==> src/rtl/lstm_cell_update_pkg.sv <==
// lstm_cell_update_pkg: shared Q4.4 fixed-point constants and FSM state encoding
package lstm_cell_update_pkg;
  localparam int DW = 8;
  localparam int FRAC = 4;
  localparam int ONE = 16;
  localparam int SAT_MAX = 127;
  localparam int SAT_MIN = -128;
  typedef enum logic [2:0] {
    S_IDLE,
    S_ADDR,
    S_LATCH,
    S_CALC,
    S_WRITE,
    S_DONE
  } state_t;
endpackage

==> src/rtl/lstm_fx_mac.sv <==
// lstm_fx_mac: combinational sat((a*b + c*d) >>> FRAC) in signed fixed point
module lstm_fx_mac
  import lstm_cell_update_pkg::*;
#(
  parameter int DW = lstm_cell_update_pkg::DW,
  parameter int FRAC = lstm_cell_update_pkg::FRAC
) (
  input  logic signed [DW-1:0] i_a,
  input  logic signed [DW-1:0] i_b,
  input  logic signed [DW-1:0] i_c,
  input  logic signed [DW-1:0] i_d,
  output logic signed [DW-1:0] o_y
);
  localparam logic signed [2*DW:0] MAXV = {{(DW+2){1'b0}}, {(DW-1){1'b1}}};
  localparam logic signed [2*DW:0] MINV = {{(DW+2){1'b1}}, {(DW-1){1'b0}}};
  logic signed [2*DW-1:0] w_p0, w_p1;
  logic signed [2*DW:0] w_sum, w_sh;
  assign w_p0 = i_a * i_b;
  assign w_p1 = i_c * i_d;
  assign w_sum = w_p0 + w_p1;
  assign w_sh = w_sum >>> FRAC;
  assign o_y = w_sh > MAXV ? MAXV[DW-1:0] : w_sh < MINV ? MINV[DW-1:0] : w_sh[DW-1:0];
endmodule

==> src/rtl/lstm_cell_update.sv <==
// lstm_cell_update: sequential c[k] := sat(f*c + i*g) over N elements, 4 cycles each,
// read/latch/compute/write against external one-cycle-latency RAMs with four-phase req/ack.
module lstm_cell_update
  import lstm_cell_update_pkg::*;
#(
  parameter int N = 2,
  parameter int AW = 1,
  parameter int DW = lstm_cell_update_pkg::DW,
  parameter int FRAC = lstm_cell_update_pkg::FRAC
) (
  input  logic                 clk,
  input  logic                 rst,
  input  logic                 req,
  output logic                 ack,
  output logic                 f_trig_r,
  output logic                 i_trig_r,
  output logic                 g_trig_r,
  output logic [AW-1:0]        f_abus_r,
  output logic [AW-1:0]        i_abus_r,
  output logic [AW-1:0]        g_abus_r,
  input  logic signed [DW-1:0] f_dbus_r,
  input  logic signed [DW-1:0] i_dbus_r,
  input  logic signed [DW-1:0] g_dbus_r,
  output logic                 c_trig_r,
  output logic [AW-1:0]        c_abus_r,
  input  logic signed [DW-1:0] c_dbus_r,
  output logic                 c_trig_w,
  output logic [AW-1:0]        c_abus_w,
  output logic signed [DW-1:0] c_dbus_w
);
  localparam logic [AW-1:0] K_LAST = AW'(N-1);
  state_t r_state, w_next;
  logic [AW-1:0] r_k;
  logic signed [DW-1:0] r_f, r_i, r_g, r_c, r_res, w_mac;
  logic w_rd, w_wr;
  lstm_fx_mac #(.DW(DW), .FRAC(FRAC)) u_mac (
    .i_a(r_f),
    .i_b(r_c),
    .i_c(r_i),
    .i_d(r_g),
    .o_y(w_mac)
  );
  always_comb begin
    w_next = r_state;
    case (r_state)
      S_IDLE:  w_next = req ? S_ADDR : S_IDLE;
      S_ADDR:  w_next = S_LATCH;
      S_LATCH: w_next = S_CALC;
      S_CALC:  w_next = S_WRITE;
      S_WRITE: w_next = r_k == K_LAST ? S_DONE : S_ADDR;
      S_DONE:  w_next = req ? S_DONE : S_IDLE;
      default: w_next = S_IDLE;
    endcase
  end
  always_ff @(posedge clk or posedge rst) begin
    if (rst) begin
      r_state <= S_IDLE;
      r_k <= '0;
      r_f <= '0;
      r_i <= '0;
      r_g <= '0;
      r_c <= '0;
      r_res <= '0;
    end else begin
      r_state <= w_next;
      if (r_state == S_IDLE) r_k <= '0;
      else if (r_state == S_WRITE && r_k != K_LAST) r_k <= r_k + 1'b1;
      if (r_state == S_LATCH) begin
        r_f <= f_dbus_r;
        r_i <= i_dbus_r;
        r_g <= g_dbus_r;
        r_c <= c_dbus_r;
      end
      if (r_state == S_CALC) r_res <= w_mac;
    end
  end
  // outputs decode straight from state so an async reset clears them at once
  assign w_rd = r_state == S_ADDR;
  assign w_wr = r_state == S_WRITE;
  assign ack = r_state == S_DONE;
  assign f_trig_r = w_rd;
  assign i_trig_r = w_rd;
  assign g_trig_r = w_rd;
  assign c_trig_r = w_rd;
  assign f_abus_r = w_rd ? r_k : '0;
  assign i_abus_r = w_rd ? r_k : '0;
  assign g_abus_r = w_rd ? r_k : '0;
  assign c_abus_r = w_rd ? r_k : '0;
  assign c_trig_w = w_wr;
  assign c_abus_w = w_wr ? r_k : '0;
  assign c_dbus_w = w_wr ? r_res : '0;
endmodule
==> config.mk <==
export PLATFORM = sky130hd
export DESIGN_NAME = lstm_cell_update
export DESIGN_NICKNAME = d
export VERILOG_FILES = /design/src/rtl/lstm_cell_update_pkg.sv /design/src/rtl/lstm_fx_mac.sv /design/src/rtl/lstm_cell_update.sv
export SDC_FILE = /design/constraint.sdc
export NUM_CORES = 1
export LEC_CHECK = 0
export CORE_MARGIN = 8
export CORE_UTILIZATION = 45
export DETAILED_ROUTE_END_ITERATION = 16
export PLACE_DENSITY = 0.75
export SYNTH_ARGS = -nofsm -noshare
export SYNTH_HDL_FRONTEND = slang
export SYNTH_SLANG_ARGS = --single-unit
==> constraint.sdc <==
create_clock -name clk -period 6.5 [get_ports clk]
set_input_delay 0.65 -clock clk [delete_from_list [all_inputs] [get_ports clk]]
set_output_delay 0.65 -clock clk [all_outputs]
set_load 0.05 [all_outputs]
# Word-level counts from Yosys, hierarchy flattened
# Index checks and enable logic that the tools add are counted.
# totals
register_bits,44
input_bits,35
out_inout_bits,19
word_cells,33
# op_classes
addsub,2
n_mul,2
magnitude_cmp,2
n_eq_ne,5
muxes,11
bitwise_logic,1
reduce_logical,3
# op_table
cell,n
multiplier 8 x 8 -> 16 bit,2
two-way mux 8 bit,3
case mux 3 bit (6 select lines),1
adder 16 x 16 -> 17 bit,1
"> comparator 13 x 8 -> 1 bit, second input constant",1
"less-than comparator 13 x 8 -> 1 bit, second input constant",1
"== test 3 x 2 -> 1 bit, second input constant",2
"== test 3 bit, second input constant",2
two-way mux 3 bit,2
two-way mux 1 bit,5
"== test 3 x 1 -> 1 bit, second input constant",1
logical NOT 3 bit,1
nonzero test 2 bit,1
"adder 1 bit, second input constant",1
logical AND 1 bit,1
NOT 1 bit,1

# Longest topological paths before layout
# Gate-level depths: netlist (run 1).
# depth
word_depth,5
ltp_mapped,25

# By module
# A second synthesis (run 1) with hierarchy kept.
# hier_totals
cells_unflattened,722
area_unflattened_um2,7360.8
# by_module_without_submodules
mod,instances,cells_each,area_per_inst_um2
lstm_fx_mac,1,598,5516.5
lstm_cell_update,1,124,1844.3

# Worst setup path before layout (run 1)
# OpenSTA, ideal clock, no wires.
# synth_timing
path_type,reg-to-reg
start,reg r_g[0]
end,reg r_res[0]
arrival_ns,5.979
t_required_ns,6.379
path_slack_ns,0.399
stages_incl_launch_ff,21
cell_sequence,dfrtp_1 and2_1 inv_1 fa_1 fa_1 inv_1 fa_1 fa_1 fa_1 inv_1 fa_1 inv_1 ha_1 a21oi_1 o211ai_1 or2_4 a31oi_2 mux2_4 a211oi_2 a21oi_2 o22a_1
# synth_via
elab_chain_cells,5
word_cells_on_any_way,6
classes_between,add/sub (1); mul (1); order compare (2); mux (2)
# synth_lines
element,line_no,text
"start, declared",lstm_cell_update.sv:34,"logic signed [DW-1:0] r_f, r_i, r_g, r_c, r_res, w_mac;"
"start signal, assigned",lstm_cell_update.sv:71,r_g <= g_dbus_r;
multiplier 8 x 8 -> 16 bit *,lstm_fx_mac.sv:19,assign w_p1 = i_c * i_d;
adder 16 x 16 -> 17 bit *,lstm_fx_mac.sv:20,assign w_sum = w_p0 + w_p1;
less-than comparator 13 x 8 -> 1 bit,lstm_fx_mac.sv:22,assign o_y = w_sh > MAXV ? MAXV[DW-1:0] : w_sh < MINV ? MINV[DW-1:0] : w_sh[DW-1:0];
two-way mux 8 bit,lstm_fx_mac.sv:22,
two-way mux 8 bit *,lstm_fx_mac.sv:22,
"end signal, assigned",lstm_cell_update.sv:74,if (r_state == S_CALC) r_res <= w_mac;
"end, declared",lstm_cell_update.sv:34,
# Mark *: on every way between the ends. The rest lies on a longest branch, timed or not.
# A chain may end at the register's enable or synchronous reset.

# Worst setup path in the final report (run 1)
# layout_timing
start,reg r_c[3]
end,reg r_res[4]
# layout_via
elab_chain_cells,5
word_cells_on_any_way,6
classes_between,add/sub (1); mul (1); order compare (2); mux (2)
# layout_lines
element,line_no,text
"start, declared",lstm_cell_update.sv:34,
"start signal, assigned",lstm_cell_update.sv:72,r_c <= c_dbus_r;
multiplier 8 x 8 -> 16 bit *,lstm_fx_mac.sv:18,assign w_p0 = i_a * i_b;
adder 16 x 16 -> 17 bit *,lstm_fx_mac.sv:20,
less-than comparator 13 x 8 -> 1 bit,lstm_fx_mac.sv:22,
two-way mux 8 bit,lstm_fx_mac.sv:22,
two-way mux 8 bit *,lstm_fx_mac.sv:22,
# Marked as above.

==> results.toml, run 1 <==
[clock_tree]
cts_tree = "built"
cts_made_buffers = 5
cts-root-buf = "clkbuf_16"
cts_max_level = 2
path_clk_slew_ns = 0.07
clkLatencyLatePin_ns = 0.29
hold_buffers = 0
clock_path_buffers = 2
clkSinkCount = 44

[final_layout]
nFillCells = 1433
drive_gt1_share_pct = 11.8
num_antenna_cells = 0
post-route-util_pct = 52.6
multiInputGateArea_um2 = 5440
area_delta_synth_final_pct = 14.5
seq_area_um2 = 1110
final_nets = 1011

[logic_synthesis]
synth-main-ff-cell = "dfrtp_1"
synth_top_area_cell = "fa_1"
async_flop_share_pct = 100
synth-edff-count = 0
synthTopCellsByArea = "fa_1 (39%), dfrtp_1 (15%), inv_1 (9.1%), ha_1 (8.6%), and2_1 (6.9%)"
syn_nets = 952
synth_cell_types = 50
synthesis.area_um2 = 7300
ys_ff_latch = 44
synth_top_cell_area_share_pct = 38.9
ys_seq_area_share_pct = 15.1
syn_inst = 725
yosys_warnings = 0
syn_area_per_cell_um2 = 10.1

[placement]
port_buffers = 53
gp_congestion = 0.880
post-dp-hpwl_um = 13300

[timing]
fin_skew_ns = 0.00526
hold_viol = 0
rsz0062_at_grt = "false"
max_freq_mhz = 162
final_max_slew_viol_count = 0
post-route-period-util_pct = 94.8
finalSetupViolations = 0
finalSetupTns_ns = 0
maxSlewHeadroom_pct = 34.9
fin_crit_ns = 6.16
worst_slew_pin_slew_ns = 0.975

[critical_path]
critPathCaptureType = "flop"
crit_fanout = 9
crit_required_ns = 6.68
critPathKind = "flop to flop"
startpoint_type = "flop"
cp_num_buf_inv = 4
cp_common_cell = "fa_1"
arrival_ns = 6.34
slowest_stage = "fa_2"
crit_chain = "and2_1 > fa_2 > inv_1 > fa_1 > inv_1 > fa_1 > fa_1 > fa_1 > inv_1 > fa_1 > inv_1 > ha_1 > o21a_1 > or3_1 > a21oi_2 > nand4b_1 > mux2_4 > a211oi_2 > a21oi_2 > o22a_1"
critPathMaxStageDelay_ns = 0.59
critPathTopFamily = "adder cells"

[job]
maxCapViolCount = 0

[global_route]
antenna_found_initial = 0
grt_pass1_vias = 5602
overflow = 0
grt_max_degree = 45
globalRouteTotalUtil_pct = 17.0
grt_pass1_wl_um = 27300

[drt]
viasPerCell = 4.95
vias = 4950
drtAntennaViolNets = 0
drt_iter0_markers = 271
dr.pass1.iters = 4
drcViolationCount = 0
wire_per_inst_um = 15.7
wl_um = 15700

[floorplan]
floorplan.initialDensity_pct = 46.0
die_w_um = 143
die_y_um = 143
row_count = 46
core-area_um2 = 15900
die_area_um2 = 20600
pin_count = 54

[outcome]
status = "finished clean"

[hold_path]
hold_class = "flop to flop"
routing by layer:
metal	wire length, um	vias to the layer above	global-route usage (%)
li1	-	2292	-
met1	7020	2516	22.2
met2	7480	116	28.7
met3	886	26	3.09
met4	353	0	4.04
met5	0	-	0
metrics by stage:
stage | hold WS [ns] | cells | setup slack (ns) | area (um^2)
2_1_floorplan | 0.472 | 725 | 0.399 | 7300
3_3_place_gp | 0.484 | 985 | 0.298 | 8080
3_5_place_dp | 0.493 | 985 | 0.213 | 8080
4_1_cts | 0.507 | 993 | 0.203 | 8250
5_1_grt | 0.514 | 1001 | 0.0232 | 8360
6_report | 0.505 | 1001 | 0.341 | 8360
layout by cell type, fill, tap and decap left out, types with 3 or more instances in the layout:
cell,netlist,final
a21o_1,3,3
a21oi_1,14,14
a21oi_2,3,3
and2_1,80,79
buf_4,7,21
clkbuf_16,0,5
clkdlybuf4s50_1,0,53
dfrtp_1,44,37
dfrtp_2,0,7
fa_1,142,140
ha_1,50,49
inv_1,176,175
mux2_2,30,30
nand2_1,50,50
nand2b_1,5,5
nand3_1,6,6
nand4_1,4,4
nor2_1,21,21
o21a_1,3,3
o21ai_0,6,6
o22a_1,8,8
xnor2_1,20,20
xor2_1,3,3
flip-flops by register name, summed over array words and instances (netlist names):
| register | cells |
|---|---|
| r_c | 8 |
| r_f | 8 |
| r_g | 8 |
| r_i | 8 |
| r_res | 8 |
| r_state | 3 |
| r_k | 1 |
repair_timing:
action	in CTS	in global routing
buffers inserted	0	8
resized for setup	0	16
setup endpoints to repair	0	7
synth_stat cells, types with 2 or more instances:
library cell,instances
a211o_1,2
xnor2_1,20
o21a_1,3
o21ai_0,6
mux2_2,30
nand4_1,4
clkbuf_1,10
and2_1,80
inv_1,176
a21oi_1,14
or2_2,2
nor3_2,2
nand2_1,50
nand2b_1,5
a21o_1,3
nor2_1,21
fa_1,142
o22a_1,8
xor2_1,3
buf_6,2
nand3_1,6
clkinv_1,2
nor3b_1,3
ha_1,50
nor3_1,2
a21oi_2,3
buf_2,4
buf_4,7
dfrtp_1,44
worst reg2reg max path, cell delays in order, from the launching register on:
cell and delay (ns):
dfrtp_1 0.49, and2_1 0.21, fa_2 0.59, inv_1 0.12, fa_1 0.49, inv_1 0.05, fa_1 0.48, fa_1 0.51
fa_1 0.49, inv_1 0.05, fa_1 0.50, inv_1 0.05, ha_1 0.39, o21a_1 0.23, or3_1 0.32, a21oi_2 0.19
nand4b_1 0.11, mux2_4 0.27, a211oi_2 0.20, a21oi_2 0.11, o22a_1 0.21
final timing paths:
| path | start | end | slack, ns | cells after the start |
|---|---|---|---|---|
| worst max-delay path | r_c[3]$_DFFE_PP0P_ | r_res[4]$_DFFE_PP0P_ | 0.34 | 20 |
| worst min-delay path | r_res[5]$_DFFE_PP0P_ | r_res[5]$_DFFE_PP0P_ | 0.50 | 1 |
| worst max register to register | r_c[3]$_DFFE_PP0P_ | r_res[4]$_DFFE_PP0P_ | 0.34 | 20 |
| worst min register to register | r_res[5]$_DFFE_PP0P_ | r_res[5]$_DFFE_PP0P_ | 0.50 | 1 |
| max in group asynchronous | rst | r_g[3]$_DFFE_PP0P_ | 4.92 | 2 |
| min in group asynchronous | rst | r_state[0]$_DFF_PP0_ | 0.90 | 2 |
area by class of cell:
cell class                 count  share of cell area, %
multi-input combinational    479                   65.1
sequential                    44                   13.3
timing repair buffer          75                   8.28
inverter                     179                   8.10
tap                          216                   3.23
clock buffer                   5                   1.50
clock inverter                 3                  0.554
logic make-up after synthesis:
group                      share of synthesized area (%)
adders and majority gates                           47.5
buffers and inverters                               11.0
AOI/OAI and AO/OA                                   4.73
muxes                                               4.83
DFF                                                 15.1
xor gates and xnor gates                            2.98
and+or+nand+nor                                     13.8
Power of run 1 is not shown: default switching activity piles up to over one toggle a cycle in this logic, so the estimate is an artifact.
==> run 2: changes to the inputs <==
--- a/config.mk
+++ b/config.mk
@@ -5,10 +5,11 @@
 export SDC_FILE = /design/constraint.sdc
 export NUM_CORES = 1
 export LEC_CHECK = 0
-export CORE_MARGIN = 8
+export CORE_MARGIN = 2
 export CORE_UTILIZATION = 45
 export DETAILED_ROUTE_END_ITERATION = 16
 export PLACE_DENSITY = 0.75
 export SYNTH_ARGS = -nofsm -noshare
 export SYNTH_HDL_FRONTEND = slang
+export SYNTH_HIERARCHICAL = 1
 export SYNTH_SLANG_ARGS = --single-unit
==> run 2 against run 1 <==
  * Maximum frequency is 2.7% lower
  * Design area rose by 2.0%
  * Cell count is 2.0% higher
  * Synthesized cell count is 0.41% lower
  * Non-clock buffer count grew 14
  * Count of clock-buffer cells in the layout up 1
  * Global-route usage increased by 2.4 points
  * Critical endpoint is now r_res[6]$_DFFE_PP0N_
==> results.toml, run 2 <==
[outcome]
status = "finished clean"

[drt]
dr.pass1.iters = 4
drt_iter0_markers = 274
vias = 5041
viasPerCell = 4.94
drcViolationCount = 0
wire_per_inst_um = 15.5
wl_um = 15800
drtAntennaViolNets = 0

[critical_path]
startpoint_type = "flop"
critPathCaptureType = "flop"
crit_fanout = 7
critPathKind = "flop to flop"
r2r-start = "r_c[2]$_DFFE_PP0N_"
worstRegToRegCells = 22
critPathLaunch = "r_c[2]$_DFFE_PP0N_"
crit_required_ns = 6.68
arrival_ns = 6.51

[logic_synthesis]
yosysMostFrequentCell = "inv_1"
syn_area_per_cell_um2 = 10.2
syn_nets = 949
yosys-mux-area-fraction_pct = 6.26
yosys.area_share.simple_pct = 13.1
async_flop_share_pct = 100
synthesis.area_um2 = 7360
synth_top_area_cell = "fa_1"
ys_seq_area_share_pct = 15.0
synth-main-ff-cell = "dfrtp_1"
syn_inst = 722
synth_compound_area_share_pct = 4.83
synth_top_cell_area_share_pct = 38.6
yosys_warnings = 6
synth_adder_area_share_pct = 47.1
synthTopCellsByArea = "fa_1 (39%), dfrtp_1 (15%), inv_1 (9.0%), ha_1 (8.5%), and2_1 (6.7%)"
synth_cell_types = 52
synthXorXnorAreaFrac_pct = 3.20
synth_top_family_by_area = "adder cells"
ys_ff_latch = 44
synth_common_cells = "inv_1 (177), fa_1 (142), and2_1 (79)"
synth-edff-count = 0

[timing]
finalSetupViolations = 0
maxSlewHeadroom_pct = 31.0
final_max_slew_viol_count = 0
timing.hold.ws_ns = 0.497
finalSetupTns_ns = 0
worst_slew_pin_slew_ns = 1.03
fin_skew_ns = 0.00280
fin_crit_ns = 6.33
hold_viol = 0
max_freq_mhz = 158
post-route-period-util_pct = 97.4

[clock_tree]
cts_tree = "built"
clkLatencyLatePin_ns = 0.29
cts_max_level = 2
cts-root-buf = "clkbuf_16"
clkSinkCount = 44
clock_path_buffers = 2
path_clk_slew_ns = 0.07
cts_made_buffers = 5

[final_layout]
layout_common_cells = "inv_1 (176), fa_1 (141), and2_1 (79)"
drive_gt1_share_pct = 13.3
num_antenna_cells = 0
layout_commonest_cell = "inv_1"
final_nets = 1031
area_delta_synth_final_pct = 15.8
fin_cells = 1021
final_cell_area_um2 = 8520

[placement]
gp_congestion = 0.928
port_buffers = 53
placed_area_um2 = 8280
post-dp-hpwl_um = 13200
placed_cells = 1007

[hold_path]
worstHoldStart = "r_res[7]$_DFFE_PP0N_"
hold_class = "flop to flop"
worstHoldPathCells = 1

[global_route]
grt_pass1_wl_um = 27100
grt_pass1_vias = 5441
grt_max_degree = 45
overflow = 0
antenna_found_initial = 0
globalRouteTotalUtil_pct = 19.4

[floorplan]
die_y_um = 132
core-area_um2 = 15900
floorplan.initialDensity_pct = 46.2
die_w_um = 132
pin_count = 54
row_count = 46
die_area_um2 = 17400

[job]
maxCapViolCount = 0
run 2: cell count changes after synthesis, sizes merged, moves of 6 or more:
cell,delta
o22ai,+7
xor2,+6
clkbuf,-9
o21ai,+6
mux2,+9
o22a,-8
run 2: worst paths after layout:
kind                                        endpoint  slack [ns]
max in group asynchronous         r_f[7]$_DFFE_PP0N_        4.86
worst max register to register  r_res[6]$_DFFE_PP0N_        0.17
worst min-delay path            r_res[7]$_DFFE_PP0N_        0.50
worst min register to register  r_res[7]$_DFFE_PP0N_        0.50
worst max-delay path            r_res[6]$_DFFE_PP0N_        0.17
min in group asynchronous       r_state[2]$_DFF_PP0_        0.92
run 2: kinds of logic after synthesis:
logic type	after synthesis
buffers and inverters	192
and+or+nand+nor	178
xor gates and xnor gates	26
AOI/OAI and AO/OA	49
adders and majority gates	192
DFF	44
muxes	41
run 2: metrics by stage:
stage               worst slack, ns  util (%)
finish                        0.172      53.5
global route                -0.0474      53.5
CTS                           0.104      52.9
detailed placement            0.144      51.9
global placement              0.230      51.9
floorplan                     0.164         -
run 2: routing by layer:
metal  track usage (%)  wire, um  part of all wire [%]  vias up
li1                  -         -                     -     2339
met1              25.7      6730                    43     2585
met2              34.4      8260                    52       99
met3              2.00       557                   3.5       18
met4              4.71       253                   1.6        0
met5                 0         0                     0        -
run 2: layout make-up:
cell class | count | area [um^2]
multi-input combinational | 486 | 5520
fill | 1441 | 7420
sequential | 44 | 1110
inverter | 178 | 672
clock inverter | 2 | 10.0
timing repair buffer | 89 | 801
clock buffer | 6 | 139
tap | 216 | 270
run 2: repair_timing:
action,CTS,global route
endpoints found under the setup margin,0,7
hold buffers,0,0
resized for setup,0,13
buffers inserted,0,6
run 2: worst max-delay path, stage by stage, from the launching register on:
cell and delay, ns:
dfrtp_1 0.40, buf_4 0.17, and2_1 0.17, fa_1 0.51, inv_1 0.05, fa_1 0.39
fa_1 0.49, inv_1 0.05, fa_1 0.52, fa_1 0.54, inv_1 0.05, fa_1 0.53
inv_1 0.04, ha_1 0.34, a21o_2 0.21, a221o_1 0.36, a21oi_4 0.16, o21ai_2 0.07
or3_4 0.34, a221oi_4 0.25, buf_4 0.20, o22ai_1 0.09, mux2_2 0.27
Power of run 2 is left out for the same reason.
==> run 3: changes to the inputs <==
--- a/config.mk
+++ b/config.mk
@@ -5,8 +5,8 @@
 export SDC_FILE = /design/constraint.sdc
 export NUM_CORES = 1
 export LEC_CHECK = 0
-export CORE_MARGIN = 2
 export CORE_UTILIZATION = 45
+export CTS_CLUSTER_DIAMETER = 120
 export DETAILED_ROUTE_END_ITERATION = 16
 export PLACE_DENSITY = 0.75
 export SYNTH_ARGS = -nofsm -noshare
==> run 3 against run 2 <==
  * First-iteration DRC count shrank 8.8%
  * Sequential share of layout area is essentially flat
  * Critical endpoint is now r_res[1]$_DFFE_PP0N_
  * Maximum frequency grew 0.57%
  * Wire length is essentially flat
  * Worst hold slack gained 0.0084 ns
  * Design area grew 0.41%
  * Clock skew shrank 0.00052 ns
  * Setup slack gained 0.036 ns
  * Critical path type unchanged
==> results.toml, run 3 (same netlist as run 2, synthesis figures left out) <==
[timing]
worst_slew_pin_slew_ns = 1.00
max_freq_mhz = 159
fin_skew_ns = 0.00228
post-route-period-util_pct = 96.8
rsz0062_at_grt = "false"
fin_crit_ns = 6.29
finalSetupTns_ns = 0
final_max_slew_viol_count = 0
finalSetupViolations = 0
timing.hold.ws_ns = 0.506
maxSlewHeadroom_pct = 33.2
hold_viol = 0

[clock_tree]
cts-root-buf = "clkbuf_16"
cts_made_buffers = 5
clkSinkCount = 44
cts_tree = "built"
cts_max_level = 2
path_clk_slew_ns = 0.06
clkLatencyLatePin_ns = 0.29
clock_path_buffers = 2

[final_layout]
num_antenna_cells = 0
final_nets = 1031
post-route-util_pct = 53.7
layout_commonest_cell = "inv_1"
fin_cells = 1021
area_delta_synth_final_pct = 16.3
layout_common_cells = "inv_1 (176), fa_1 (141), and2_1 (78)"
drive_gt1_share_pct = 14.5

[drt]
wl_um = 15800
viasPerCell = 4.93
vias = 5035
drtAntennaViolNets = 0
drt_iter0_markers = 250
drcViolationCount = 0
dr.pass1.iters = 4
wire_per_inst_um = 15.5

[global_route]
grt_pass1_vias = 5348
overflow = 0
grt_max_degree = 45
globalRouteTotalUtil_pct = 20.7
grt_pass1_wl_um = 26600
antenna_found_initial = 0

[hold_path]
hold_class = "flop to flop"
worstHoldStart = "r_res[4]$_DFFE_PP0N_"

[placement]
post-dp-hpwl_um = 13100
placed_cells = 1006
port_buffers = 53
gp_congestion = 0.908

[critical_path]
critPathKind = "flop to flop"
crit_chain = "buf_4 > and2_1 > fa_1 > inv_1 > fa_1 > inv_1 > fa_1 > fa_1 > fa_1 > inv_1 > fa_1 > inv_1 > ha_1 > a21o_2 > a221o_1 > a21oi_4 > o21ai_2 > or3_4 > a221oi_4 > o22ai_1 > mux2_2"
r2r_slack_ns = 0.21
critPathLaunch = "r_c[2]$_DFFE_PP0N_"
startpoint_type = "flop"
critPathCaptureType = "flop"
cp_common_cell = "fa_1"
crit_fanout = 7
critPathMaxStageDelay_ns = 0.56
crit_required_ns = 6.68
r2r-start = "r_c[2]$_DFFE_PP0N_"
slowest_stage = "fa_1"
arrival_ns = 6.47

[floorplan]
die_y_um = 130
die_area_um2 = 16900
row_count = 46
die_w_um = 130
core-area_um2 = 15900
floorplan.initialDensity_pct = 46.2
pin_count = 54

[outcome]
status = "finished clean"

[job]
maxCapViolCount = 0
run 3: timing repair:
action / CTS / global route
cloned: 0 / 0
pin swaps: 0 / 12
buffers inserted: 0 / 7
hold buffers: 0 / 0
endpoints found under the setup margin: 7 / 7
resized for setup: 1 / 25
run 3: per-layer routing:
metal  global-route usage, %  up-vias  share of wire [%]
met5                       0        -                  0
li1                        -     2337                  -
met2                    36.3      101                 53
met3                    2.34       16                3.4
met1                    27.1     2581                 42
met4                    5.68        0                1.7
run 3: worst paths after layout:
| path | end | cells past startpoint |
|---|---|---|
| worst min register to register | r_res[4]$_DFFE_PP0N_ | 1 |
| worst max register to register | r_res[1]$_DFFE_PP0N_ | 21 |
| min in group asynchronous | r_state[1]$_DFF_PP0_ | 2 |
| worst max-delay path | r_res[1]$_DFFE_PP0N_ | 21 |
| max in group asynchronous | r_c[4]$_DFFE_PP0N_ | 2 |
| worst min-delay path | r_res[4]$_DFFE_PP0N_ | 1 |
run 3: stage by stage:
| stage | setup slack [ns] | cell area, um^2 |
|---|---|---|
| CTS | 0.0375 | 8420 |
| global placement | 0.172 | 8270 |
| global route | 0.00295 | 8560 |
| finish | 0.208 | 8560 |
| floorplan | 0.164 | 7360 |
| detailed placement | 0.0167 | 8270 |
run 3: final cells by class:
| class | instances | area (um^2) |
|---|---|---|
| Multi-Input combinational cell | 486 | 5550 |
| Tap cell | 216 | 270 |
| Timing Repair Buffer | 89 | 805 |
| Clock buffer | 6 | 139 |
| Sequential cell | 44 | 1110 |
| Fill cell | 1415 | 7380 |
| Clock inverter | 2 | 10.0 |
| Inverter | 178 | 671 |
run 3: critical path, delay by kind of cell (launching register included):
kind	cells	cell delay [ns]
adders and majority gates	7	3.26
AOI/OAI and AO/OA	6	1.36
and+or+nand+nor	2	0.51
DFF	1	0.40
buffers and inverters	5	0.38
muxes	1	0.27
Power of run 3 is left out for the same reason.
